--- config.mk ---
export PLATFORM = sky130hd
export DESIGN_NAME = writeback_sequencer_flat
export DESIGN_NICKNAME = d
export VERILOG_FILES = /design/src/rtl/writeback_sequencer_if.sv /design/src/rtl/writeback_sequencer.sv /design/src/flat_wrapper.sv
export SDC_FILE = /design/constraint.sdc
export NUM_CORES = 1
export LEC_CHECK = 0
export BUFFER_PORTS_ARGS = -buffer_cell sky130_fd_sc_hd__buf_2
export CAP_MARGIN = 30
export CORE_MARGIN = 3
export CORE_UTILIZATION = 49
export CTS_BUF_LIST = sky130_fd_sc_hd__clkbuf_8
export DETAILED_ROUTE_END_ITERATION = 10
export PLACE_DENSITY = 0.89
export SYNTH_ARGS = -nofsm -noshare
export SYNTH_HDL_FRONTEND = slang
export SYNTH_SLANG_ARGS = --single-unit
--- constraint.sdc ---
create_clock -name clk -period 1.9 [get_ports clk]
set_input_delay 0.095 -clock clk [delete_from_list [all_inputs] [get_ports clk]]
set_output_delay 0.095 -clock clk [all_outputs]
set_load 0.03 [all_outputs]
--- src/rtl/writeback_sequencer_if.sv ---
// Execute-to-writeback bus: per-instruction result operands in, register-file
// write port and upstream stall out.
interface writeback_sequencer_if;
  logic        valid_in;
  logic        RW;
  logic [4:0]  DA;
  logic [1:0]  MD;
  logic [31:0] F;
  logic [31:0] Data_out;
  logic [63:0] F_mul;
  logic        VxorN;
  logic        stall;
  logic        wr_en;
  logic [4:0]  wr_addr;
  logic [31:0] wr_data;

  modport master (
    output valid_in, RW, DA, MD, F, Data_out, F_mul, VxorN,
    input  stall, wr_en, wr_addr, wr_data
  );

  modport slave (
    input  valid_in, RW, DA, MD, F, Data_out, F_mul, VxorN,
    output stall, wr_en, wr_addr, wr_data
  );
endinterface

--- src/rtl/writeback_sequencer.sv ---
// Writeback stage: selects the result word and writes it to the register file,
// splitting a 64-bit multiply result into two consecutive writes (DA, DA+1).
module writeback_sequencer #(
  parameter int ZERO_REG_PROTECT = 1
) (
  input logic                  clk,
  input logic                  rst,
  writeback_sequencer_if.slave bus
);

  typedef enum logic {IDLE, HI} state_t;

  localparam bit PROTECT = (ZERO_REG_PROTECT != 0);

  state_t      state;
  logic        wr_en_q;
  logic [4:0]  wr_addr_q;
  logic [31:0] wr_data_q;
  logic [4:0]  hold_addr;
  logic [31:0] hold_data;

  logic [31:0] sel_data;
  logic        accept_write;
  logic        protect_da;
  logic        protect_hold;

  always_comb begin
    sel_data = bus.F;
    unique case (bus.MD)
      2'b00:   sel_data = bus.F;
      2'b01:   sel_data = bus.Data_out;
      2'b10:   sel_data = {31'd0, bus.VxorN};
      default: sel_data = bus.F_mul[31:0];
    endcase
  end

  assign accept_write = bus.valid_in && bus.RW;
  assign protect_da   = PROTECT && (bus.DA == 5'd0);
  assign protect_hold = PROTECT && (hold_addr == 5'd0);

  // In HI the inputs are ignored; upstream holds them because stall is high.
  always_ff @(posedge clk or negedge rst) begin
    if (!rst) begin
      state     <= IDLE;
      wr_en_q   <= 1'b0;
      wr_addr_q <= 5'd0;
      wr_data_q <= 32'd0;
      hold_addr <= 5'd0;
      hold_data <= 32'd0;
    end else begin
      unique case (state)
        IDLE: begin
          if (accept_write) begin
            wr_en_q   <= !protect_da;
            wr_addr_q <= bus.DA;
            wr_data_q <= sel_data;
            if (bus.MD == 2'b11) begin
              hold_addr <= bus.DA + 5'd1;
              hold_data <= bus.F_mul[63:32];
              state     <= HI;
            end
          end else begin
            wr_en_q <= 1'b0;
          end
        end
        HI: begin
          wr_en_q   <= !protect_hold;
          wr_addr_q <= hold_addr;
          wr_data_q <= hold_data;
          state     <= IDLE;
        end
        default: state <= IDLE;
      endcase
    end
  end

  assign bus.stall   = (state == HI);
  assign bus.wr_en   = wr_en_q;
  assign bus.wr_addr = wr_addr_q;
  assign bus.wr_data = wr_data_q;

endmodule

--- src/flat_wrapper.sv ---
// flat-port wrapper written by rule: the top's interface ports become plain ports
module writeback_sequencer_flat 
#(
  parameter int ZERO_REG_PROTECT = 1
)
  (clk, rst, bus_valid_in, bus_RW, bus_DA, bus_MD, bus_F, bus_Data_out, bus_F_mul, bus_VxorN, bus_stall, bus_wr_en, bus_wr_addr, bus_wr_data);
  writeback_sequencer_if bus_i ();
  input logic clk;
  input logic rst;
  input wire logic [$bits(bus_i.valid_in)-1:0] bus_valid_in;
  input wire logic [$bits(bus_i.RW)-1:0] bus_RW;
  input wire logic [$bits(bus_i.DA)-1:0] bus_DA;
  input wire logic [$bits(bus_i.MD)-1:0] bus_MD;
  input wire logic [$bits(bus_i.F)-1:0] bus_F;
  input wire logic [$bits(bus_i.Data_out)-1:0] bus_Data_out;
  input wire logic [$bits(bus_i.F_mul)-1:0] bus_F_mul;
  input wire logic [$bits(bus_i.VxorN)-1:0] bus_VxorN;
  output wire logic [$bits(bus_i.stall)-1:0] bus_stall;
  output wire logic [$bits(bus_i.wr_en)-1:0] bus_wr_en;
  output wire logic [$bits(bus_i.wr_addr)-1:0] bus_wr_addr;
  output wire logic [$bits(bus_i.wr_data)-1:0] bus_wr_data;
  assign bus_i.valid_in = bus_valid_in;
  assign bus_i.RW = bus_RW;
  assign bus_i.DA = bus_DA;
  assign bus_i.MD = bus_MD;
  assign bus_i.F = bus_F;
  assign bus_i.Data_out = bus_Data_out;
  assign bus_i.F_mul = bus_F_mul;
  assign bus_i.VxorN = bus_VxorN;
  assign bus_stall = bus_i.stall;
  assign bus_wr_en = bus_i.wr_en;
  assign bus_wr_addr = bus_i.wr_addr;
  assign bus_wr_data = bus_i.wr_data;
  writeback_sequencer #(.ZERO_REG_PROTECT(ZERO_REG_PROTECT)) u_core (.clk(clk), .rst(rst), .bus(bus_i));
endmodule
* Yosys cells after proc, flatten, opt, wreduce, memory -nomap -nowiden *
Index checks and enable logic that the tools add are counted.
Widths: inputs -> output; s select.

storage, ports and cells
  register bits after elaboration = 76
  bits of input ports = 140
  output and inout bits = 39
  logic and storage cells = 29

cells by class
  add/subtract/negate cells = 1
  equality and inequality tests = 4
  mux-type cells = 10
  bitwise operators = 1
  reductions and logical operators = 7

operator list
  cell                 number
  $pmux 32 s3          1
  $pmux 32 s2          1
  $mux 32              1
  $logic_not 5->1      2
  $pmux 5 s2           1
  $add 5x1->5 const B  1
  $mux 5               1
  $eq 2x2->1 const B   2
  $pmux 1 s2           2
  $mux 1               3
  $reduce_and 3->1     1
  $eq 2x1->1 const B   1
  $logic_not 1->1      2
  $logic_not 2->1      1
  $ne 2x1->1 const B   1
  $logic_and 1x1->1    1
  $not 1->1            1

* Depth between registers and ports, before layout *
Gate-level depths: netlist of run 1.

  depth after elaboration = 4
  depth in mapped cells = 6
  depth with buffers taken out = 4

* Worst setup path before layout of run 1 *
OpenSTA, ideal clock, no wires.

  path kind = reg-to-reg
  start point = reg u_core.state (netlist: u_core.bus.stall)
  end point = reg u_core.hold_addr[4]
  setup time = 0.125 ns
  arrival time = 1.474 ns
  required time = 1.775 ns
  slack = 0.301 ns
  stages on the path, launching flop included = 6
  buffers on the path = 3
  path through = dfrtp_1 -> clkbuf_1 -> nor3_4 -> buf_6 -> buf_12 -> mux2_4

between the ends
  longest elaborated chain between the ends = 2

ends and longest elaborated chain
  item                        RTL line                   RTL
  start, declared             writeback_sequencer.sv:15  state_t state;
  start signal, assigned      writeback_sequencer.sv:44  state <= IDLE;
  start signal, assigned      writeback_sequencer.sv:60  state <= HI;
  start signal, assigned      writeback_sequencer.sv:70  state <= IDLE;
  $not 1->1                   n/a
  $reduce_and 3->1 (no line)  n/a
  end signal, assigned        writeback_sequencer.sv:58  hold_addr <= bus.DA + 5'd1;
  end, declared               writeback_sequencer.sv:19  logic [4:0] hold_addr;

Every way passes these cells.
A chain may end at the register's enable or synchronous reset.

* Final worst setup path of run 1 *
  start point = reg u_core.state (netlist: u_core.bus.stall)
  end point = out bus_stall

RTL lines
  item           RTL line            RTL
  end, declared  flat_wrapper.sv:18  output wire logic [$bits(bus_i.stall)-1:0] bus_stall;

No word-level cell between the ends.

==> metrics.cfg, run 1 <==
[outcome]
outcome=completed

[layout]
fillers=606
final_common_cell=buf_2
num_antenna_cells=0
layout_common_cells=177 x buf_2, 75 x dfrtp_1, 36 x mux2i_1, 33 x nand3_1, 33 x a21oi_1
final_nets=715
syn_to_final_growth_pct=34.4
drive_gt1_frac=0.434

[setup_path]
crit_required_ns=1.80
critical_path_class=flop to primary output
critPathMaxFanout=77
max_stage_delay_ns=0.58
worstPathCellList=buf_4 -> buf_2
critical_path_arrival_ns=1.64
cp-end-kind=primary output
critPathLaunchType=flop
cpMaxStageDelayCell=buf_4

[global_routing]
grt_max_degree=78
grt_overflow_total=0
grt_pass1_vias=3968
antenna_found_initial=1
grt_pass1_wl_um=19300
grtUsageTotal=0.248

[logic_synthesis]
syn_nets=517
ys_seq_area_frac=0.461
yosysWarnings=0
synthSimpleGateAreaFrac=0.0883
synth.distinct_cells=29
synth_compound_gate_area_share=0.171
syn_area_sq_um=4130
synth_top_family_by_area=multiplexers
avgSynthCellArea_sq_um=11.0
synth-seq-cells=76
synthAdderAreaFrac=0.00607
postSynthCellCount=375
synth_xor_area_frac=0.00637
synth.mux.area_fraction=0.211

[sta]
final-setup-viol-count=0
worst_pin_slew_ns=0.742
fin_skew_ns=0.00656
setup_tns_ns=0
fmax_mhz=576
rsz0062_at_grt=no
hold_viol=0
drv_slew=0
finalCritPeriodShare=0.914
slew_headroom=0.505
min_period_ns=1.74

[detailed_routing]
vias=3872
viasPerCell=5.69
wl_um=12000
wl_per_cell_um=17.6
firstDrtPassIters=4
postRouteAntennaNets=0
first_iter_violations=164
drc=0

[cts]
cts_tree=built
cts_buffers=9
htreeDepth=3
worstSkewPairLatency_ns=0.34
root_buffer=clkbuf_8
cts_sinks=76
clockBufferDepth=2
cts_setup_buffers=0
clk_pin_slew_ns=0.08

[power_and_ir_drop]
power_switching_uw=1520
power_frac_comb=0.301
total_power_uw=4570
p_sw_frac=0.333
power_frac_seq=0.467
p_clk_frac=0.232
p_int_uw=3050
vdd_drop_max_v=0.000535
pwr_density_cell_nw_per_um2=824
power_leakage_uw=0.00275

[worst_hold_path]
hold_class=input pin to flop

[floorplan]
core_sq_um=7930
die_area_sq_um=9560
io_pins=179
die_h_um=97.8
rows=32
start_util=0.520
die_w_um=97.8

[place]
gp_congestion=0.885
io_buffers=178
hpwl_um=8300

[job]
cap_violations=0

-- worst max-delay path: cells and delay by family (launching register included) --
family | cells | cell delay [ns]
buf+inv | 2 | 0.90
flops | 1 | 0.39
-- per-stage QoR --
| stage | instance area (sq um) | util | instances | setup slack (ns) | hold slack [ns] |
|---|---|---|---|---|---|
| after CTS | 5540 | 0.698 | 679 | 0.156 | 0.00184 |
| after global placement | 5060 | 0.638 | 632 | 0.524 | 0.203 |
| after floorplan | 4130 | - | 375 | 0.301 | -0.201 |
| after global routing | 5550 | 0.699 | 680 | 0.0609 | 0.00253 |
| final | 5550 | 0.699 | 680 | 0.163 | 0.0135 |
| after detailed placement | 5060 | 0.638 | 632 | 0.469 | 0.210 |
-- power groups by stage --
stage               clock (uW)  combinational (uW)  sequential, uW
global placement             0                1270            2130
detailed placement           0                1320            2150
floorplan                    0                 615            2380
finish                    1060                1370            2130
CTS                       1080                1380            2130
global route              1150                1480            2170
-- worst paths after layout --
path | end | slack (ns) | depth (start not counted) | startpoint
max reg2reg | u_core.bus.wr_data[3] | 0.45 | 3 | u_core.bus.stall
min in group asynchronous | u_core.bus.wr_en | 0.38 | 2 | rst
min | u_core.hold_data[2] | 0.01 | 2 | bus_F_mul[34]
max in group asynchronous | u_core.bus.wr_data[18] | 0.89 | 3 | rst
max | bus_stall | 0.16 | 2 | u_core.bus.stall
min reg2reg | u_core.bus.wr_data[8] | 0.50 | 1 | u_core.hold_data[8]
-- state kept, by name (all words and copies together) (netlist names) --
register,count
u_core.bus.wr_data,32
u_core.bus.wr_addr,5
u_core.hold_addr,5
u_core.bus.wr_en,1
u_core.bus.stall,1
u_core.hold_data,32
-- cells by family after synthesis --
logic type,count (synthesis)
mux,74
xor+xnor,3
buf+inv,41
flops,76
compound gates,102
fa+ha+maj,2
simple gates,77
-- cells in the mapped netlist --
| master | number | area share |
|---|---|---|
| buf_2 | 8 | 0.0097 |
| nand2_4 | 1 | 0.0027 |
| inv_1 | 2 | 0.0018 |
| nor4b_1 | 1 | 0.0021 |
| o31ai_1 | 1 | 0.0018 |
| a21oi_1 | 33 | 0.040 |
| a22o_1 | 31 | 0.066 |
| nand3_1 | 33 | 0.040 |
| dfrtp_1 | 76 | 0.46 |
| xnor2_1 | 2 | 0.0042 |
| mux4_2 | 1 | 0.0055 |
| buf_12 | 2 | 0.0097 |
| nor2b_1 | 1 | 0.0015 |
| nor3_4 | 1 | 0.0039 |
| mux2_4 | 19 | 0.069 |
| buf_6 | 1 | 0.0027 |
| clkbuf_1 | 18 | 0.016 |
| nor2_1 | 31 | 0.028 |
| mux2i_1 | 36 | 0.087 |
| buf_1 | 3 | 0.0027 |
| ha_1 | 2 | 0.0061 |
| o21ai_0 | 6 | 0.0073 |
| and2_1 | 1 | 0.0015 |
| nand2_1 | 7 | 0.0064 |
| xor2_1 | 1 | 0.0021 |
| or4_1 | 1 | 0.0018 |
| o211ai_1 | 31 | 0.056 |
| buf_4 | 7 | 0.013 |
| mux2_2 | 18 | 0.049 |
-- what timing repair did --
| action | CTS | global route |
|---|---|---|
| gates resized for setup | 0 | 0 |
| endpoints found under the hold margin | 88 | 1 |
| hold buffers | 31 | 1 |
-- per-layer routing --
layer | track usage | up-vias | share of wire
met4 | 0.0841 | 2 | 0.022
met1 | 0.301 | 1873 | 0.39
met3 | 0.0579 | 28 | 0.079
met5 | 0 | - | 0.00059
met2 | 0.435 | 195 | 0.51
li1 | - | 1774 | -
-- layout make-up --
| cell class | count | area (sq um) | area share |
|---|---|---|---|
| Clock buffer | 9 | 124 | 0.0223 |
| Clock inverter | 7 | 43.8 | 0.00790 |
| Inverter | 2 | 7.51 | 0.00135 |
| Multi-Input combinational cell | 258 | 1990 | 0.359 |
| Sequential cell | 76 | 1900 | 0.343 |
| Tap cell | 102 | 128 | 0.0230 |
| Timing Repair Buffer | 226 | 1350 | 0.243 |
(Power assumes the default switching activity.)
==> inputs of run 2 (changes only) <==
--- a/config.mk
+++ b/config.mk
@@ -7,11 +7,11 @@
 export LEC_CHECK = 0
 export BUFFER_PORTS_ARGS = -buffer_cell sky130_fd_sc_hd__buf_2
 export CAP_MARGIN = 30
-export CORE_MARGIN = 3
+export CORE_MARGIN = 1
 export CORE_UTILIZATION = 49
 export CTS_BUF_LIST = sky130_fd_sc_hd__clkbuf_8
 export DETAILED_ROUTE_END_ITERATION = 10
-export PLACE_DENSITY = 0.89
+export PLACE_DENSITY_LB_ADDON = 0.25
 export SYNTH_ARGS = -nofsm -noshare
 export SYNTH_HDL_FRONTEND = slang
 export SYNTH_SLANG_ARGS = --single-unit
==> run 2 against run 1 <==
Net effect:
- non-clock buffer count is 1 lower
- critical path depth stayed put
- total power is 9.6% higher
- sequential power hardly changed
- cell area is 1.9% higher
- clock power is 42% higher
- die area is 8.0% lower
- clock skew is 0.0038 ns higher
- critical path type unchanged
- critical endpoint unchanged
- largest cell class unchanged
==> metrics.cfg, run 2 (same netlist as run 1, synthesis figures left out) <==
[outcome]
outcome=completed

[detailed_routing]
wl_per_cell_um=16.3  ; -7.3%
wl_um=11100  ; -7.1%
wl_met1_um=4830  ; +2.9%
postRouteAntennaNets=0  ; unchanged
first_iter_violations=184  ; +12%
drc=0  ; unchanged
wl_met3_um=725  ; -23%
vias=3721  ; -3.9%
firstDrtPassIters=4  ; unchanged
viasPerCell=5.46  ; -4.2%
met2WireLength_um=5360  ; -11%
dr.max_layer_used=met4

[floorplan]
start_util=0.505  ; -0.0158
io_pins=179  ; unchanged
die_w_um=93.8  ; -4.1%
die_h_um=93.8  ; -4.1%
die_area_sq_um=8790  ; -8.0%
rows=33  ; +3.1%
core_sq_um=8180  ; +3.1%

[layout]
final_cell_area_sq_um=5650  ; +1.9%
layout_common_cells=177 x buf_2, 75 x dfrtp_1, 36 x mux2i_1
num_antenna_cells=0  ; unchanged
final_common_cell=buf_2
fillers=649  ; +7.1%
drive_gt1_frac=0.432  ; -0.00271
final_nets=714  ; -0.14%
syn_to_final_growth_pct=37.0

[cts]
clockBufferDepth=2  ; unchanged
root_buffer=clkbuf_8
clk_pin_slew_ns=0.08  ; about the same
cts_tree=built
cts_buffers=9  ; unchanged
cts_sinks=76  ; unchanged
worstSkewPairLatency_ns=0.35  ; about the same
htreeDepth=3  ; unchanged
cts_setup_buffers=0  ; unchanged

[power_and_ir_drop]
power_leakage_uw=0.00280  ; +1.5%
vdd_drop_max_v=0.000508  ; -5.0%
pwr_density_cell_nw_per_um2=887  ; +7.6%
total_power_uw=5010  ; +9.6%

[worst_hold_path]
hold_class=input pin to flop

[sta]
rsz0062_at_grt=no
slew_headroom=0.501  ; -0.00419
final-setup-viol-count=0  ; unchanged
drv_slew=0  ; unchanged
setup_tns_ns=0  ; unchanged
fmax_mhz=561  ; -2.5%
hold_viol=0  ; unchanged
fin_skew_ns=0.0104  ; +0.00382 ns
finalCritPeriodShare=0.938  ; +0.0238
setup_ws_ns=0.118  ; -0.0452 ns
min_period_ns=1.78  ; +0.0452 ns
worst_pin_slew_ns=0.748  ; +0.00628 ns

[setup_path]
crit_required_ns=1.80  ; about the same
cp-end-kind=primary output
critPathLaunchType=flop
critical_path_arrival_ns=1.69  ; +0.05 ns
critical_path_class=flop to primary output
critPathMaxFanout=77  ; unchanged

[global_routing]
grt_pass1_wl_um=17200  ; -11%
grt_pass1_vias=3604  ; -9.2%
grtUsageTotal=0.258  ; +0.00953
grt_max_degree=78  ; unchanged
grt_overflow_total=0  ; unchanged
antenna_found_initial=0  ; -1

[place]
io_buffers=178  ; unchanged
place_area_sq_um=5070  ; +0.27%
hpwl_um=7670  ; -7.5%
gp_congestion=0.766  ; -13%
dp_slack_ns=0.443  ; -0.0260 ns

[job]
cap_violations=0  ; unchanged

-- run 2: cell count changes in the layout (fill, tap and decap cells not counted), sizes merged --
cell         previous run  this run
bufinv                  0         3
clkinv                  5         2
buf                   194       192
clkbuf                  9        10
clkinvlp                2         1
dlygate4sd3            32        33
-- run 2: layer usage --
metal / vias up / track usage
met5: - / 0
li1: 1768 / -
met1: 1785 / 0.334
met3: 16 / 0.0429
met2: 152 / 0.429
met4: 0 / 0.100
-- run 2: critical path, stage by stage, from the launching register on --
cell and delay (ns):
dfrtp_2 0.39, buf_4 0.59, buf_2 0.32
-- run 2: path summary, 6_finish.rpt --
| path | startpoint | end | slack, ns | cells after the start |
|---|---|---|---|---|
| setup reg to reg | u_core.bus.stall | u_core.bus.wr_data[16] | 0.43 | 3 |
| hold / removal | bus_DA[1] | u_core.bus.wr_addr[1] | 0.11 | 3 |
| hold reg to reg | u_core.hold_data[18] | u_core.bus.wr_data[18] | 0.51 | 1 |
| min in group asynchronous | rst | u_core.bus.wr_addr[2] | 0.19 | 2 |
| max in group asynchronous | rst | u_core.bus.stall | 1.16 | 3 |
| setup / recovery | u_core.bus.stall | bus_stall | 0.12 | 2 |
-- run 2: cell type report --
cell class,count,area (sq um),area share
Sequential cell,76,1900,0.337
Clock buffer,10,138,0.0244
Clock inverter,6,111,0.0197
Timing Repair Buffer,225,1370,0.242
Inverter,2,7.51,0.00133
Tap cell,105,131,0.0233
Multi-Input combinational cell,258,1990,0.353
-- run 2: repair_timing --
action / CTS / global route
setup endpoints to repair: 0 / 0
endpoints found under the hold margin: 99 / 0
hold buffers: 33 / 0
gates resized for setup: 0 / 0
-- run 2: power by group --
part,leakage [uW],internal (uW),switching (uW)
Combinational,0.00177,650,718
Clock,0.000122,908,605
Sequential,0.000905,1930,193
-- run 2: stage by stage --
step | hold WS, ns | util | std cells
after detailed placement | 0.0182 | 0.620 | 633
after floorplan | -0.201 | - | 375
after global placement | 0.0108 | 0.620 | 633
after CTS | 0.0937 | 0.691 | 682
final | 0.105 | 0.691 | 682
after global routing | 0.116 | 0.691 | 682
==> inputs of run 3 (changes only) <==
--- a/config.mk
+++ b/config.mk
@@ -12,6 +12,8 @@
 export CTS_BUF_LIST = sky130_fd_sc_hd__clkbuf_8
 export DETAILED_ROUTE_END_ITERATION = 10
 export PLACE_DENSITY_LB_ADDON = 0.25
+export RECOVER_POWER = 50
+export SKIP_LAST_GASP = 1
 export SYNTH_ARGS = -nofsm -noshare
 export SYNTH_HDL_FRONTEND = slang
 export SYNTH_SLANG_ARGS = --single-unit
==> constraint.sdc (replaced) <==
create_clock -name clk -period 1.77 [get_ports clk]
set_input_delay 0.0885 -clock clk [delete_from_list [all_inputs] [get_ports clk]]
set_output_delay 0.0885 -clock clk [all_outputs]
set_load 0.03 [all_outputs]
==> run 3 against run 2 <==
Net effect:
- combinational power increased by 4%
- critical path type unchanged
- count of clock-buffer cells in the layout did not move
- sequential power increased by 8%
- clock power is essentially flat
- die area unchanged
- clock skew grew 0.0012 ns
- global-route usage down 0.42 points
- first-iteration DRC count shrank 34%
- non-clock buffer count decreased by 2
==> metrics.cfg, run 3 (same netlist as run 1, synthesis figures left out) <==
[outcome]
outcome=completed

[power_and_ir_drop]
pwr_density_cell_nw_per_um2=934  ; +5.4%
vdd_drop_max_v=0.000497  ; -2.3%
power_leakage_uw=0.00271  ; -2.9%

[layout]
num_antenna_cells=0  ; unchanged
layout_common_cells=158 x buf_2, 75 x dfrtp_1, 36 x mux2i_1, 33 x nand3_1, 33 x a21oi_1
fillers=681  ; +4.9%
final_nets=712  ; -0.28%
final_cells=680  ; -0.29%
final_common_cell=buf_2
syn_to_final_growth_pct=35.0
drive_gt1_frac=0.397  ; -0.0350

[sta]
final-setup-viol-count=0  ; unchanged
finalCritPeriodShare=0.896
worst_pin_slew_ns=0.963  ; +0.215 ns
slew_headroom=0.358  ; -0.143
setup_tns_ns=0  ; unchanged
fmax_mhz=630
min_period_ns=1.59
drv_slew=0  ; unchanged
fin_skew_ns=0.0116  ; +0.00123 ns
hold_viol=0  ; unchanged
rsz0062_at_grt=no

[detailed_routing]
firstDrtPassIters=4  ; unchanged
postRouteAntennaNets=0  ; unchanged
first_iter_violations=121  ; -34%
vias=3695  ; -0.70%
wl_per_cell_um=16.1  ; -1.1%
viasPerCell=5.43  ; -0.41%
wl_um=11000  ; -1.4%
drc=0  ; unchanged

[place]
gp_congestion=0.760  ; -0.72%
place_inst=632  ; -0.16%
io_buffers=178  ; unchanged
hpwl_um=7560  ; -1.5%

[cts]
root_buffer=clkbuf_8
cts_buffers=9  ; unchanged
clockBufferDepth=2  ; unchanged
worstSkewPairLatency_ns=0.34  ; about the same
clk_pin_slew_ns=0.08  ; about the same
htreeDepth=3  ; unchanged
cts_sinks=76  ; unchanged
cts_tree=built

[setup_path]
critical_path_arrival_ns=1.50  ; -0.19 ns
critPathMaxFanout=77  ; unchanged
critPathLaunchType=flop
critical_path_class=flop to primary output
crit_required_ns=1.68  ; -0.12 ns
cp-end-kind=primary output

[global_routing]
grt_overflow_total=0  ; unchanged
grt_pass1_wl_um=17300  ; +0.36%
antenna_found_initial=0  ; unchanged
grt_max_degree=78  ; unchanged
grtUsageTotal=0.253  ; -0.00419
grt_pass1_vias=3650  ; +1.3%

[floorplan]
start_util=0.505  ; unchanged
die_area_sq_um=8790  ; unchanged
die_h_um=93.8  ; unchanged
rows=33  ; unchanged
die_w_um=93.8  ; unchanged
core_sq_um=8180  ; unchanged
io_pins=179  ; unchanged

[job]
cap_violations=0  ; unchanged

[worst_hold_path]
hold_class=input pin to flop

## run 3: changes by cell type in the layout (fill, tap and decap cells not counted), sizes merged
cell | before | now
buf | 192 | 170
bufinv | 3 | 2
clkbuf | 10 | 31
dlygate4sd3 | 33 | 32
inv | 2 | 3
## run 3: metrics by stage
stage               instance area (sq um)  setup slack [ns]  utilization  power (uW)  hold slack [ns]
finish                               5570             0.184        0.681        5200           0.0135
global placement                     5060             0.376        0.619        3660          0.00596
floorplan                            4130             0.171            -        3210           -0.207
global route                         5570            0.0849        0.681        5460           0.0102
CTS                                  5610            0.0161        0.686        5260           0.0121
detailed placement                   5060             0.322        0.619        3720           0.0154
## run 3: worst max-delay path, stage by stage, from the launching register on
cell	delay (ns)
dfrtp_2	0.39
buf_6	0.43
buf_2	0.30
## run 3: repair_timing
item | 4_1_cts | 5_1_grt
resized for setup | 0 | 1
setup buffers | 0 | 0
hold endpoints to repair | 95 | 0
hold buffers | 32 | 0
setup endpoints to repair | 0 | 1
## run 3: report_power, final
group / internal, uW / switching (uW) / total [uW]
Sequential: 2080 / 212 / 2290
Combinational: 668 / 761 / 1430
Clock: 833 / 650 / 1480
Total: 3580 / 1620 / 5200
## run 3: metal layers
metal,up-vias,global-route usage,share of wire
met4,0,0.0705,0.0078
met1,1761,0.334,0.43
met2,154,0.428,0.50
li1,1771,-,-
met5,-,0,0
met3,9,0.0437,0.064
## run 3: layout make-up
type | instances | area, sq um | share of cell area
multi-input combinational | 258 | 1990 | 0.358
sequential | 76 | 1900 | 0.342
timing repair buffer | 223 | 1310 | 0.235
clock buffer | 10 | 138 | 0.0247
tap | 105 | 131 | 0.0236
clock inverter | 6 | 86.3 | 0.0155
inverter | 2 | 7.51 | 0.00135
## run 3: final timing paths
| check | startpoint | to | slack, ns | cells after the start |
|---|---|---|---|---|
| setup reg to reg | u_core.bus.stall | u_core.hold_data[15] | 0.36 | 3 |
| max in group asynchronous | rst | u_core.hold_data[15] | 0.36 | 3 |
| hold / removal | bus_F_mul[62] | u_core.hold_data[30] | 0.01 | 2 |
| setup / recovery | u_core.bus.stall | bus_stall | 0.18 | 2 |
| hold reg to reg | u_core.hold_data[2] | u_core.bus.wr_data[2] | 0.51 | 1 |
| min in group asynchronous | rst | u_core.hold_data[4] | 0.17 | 2 |
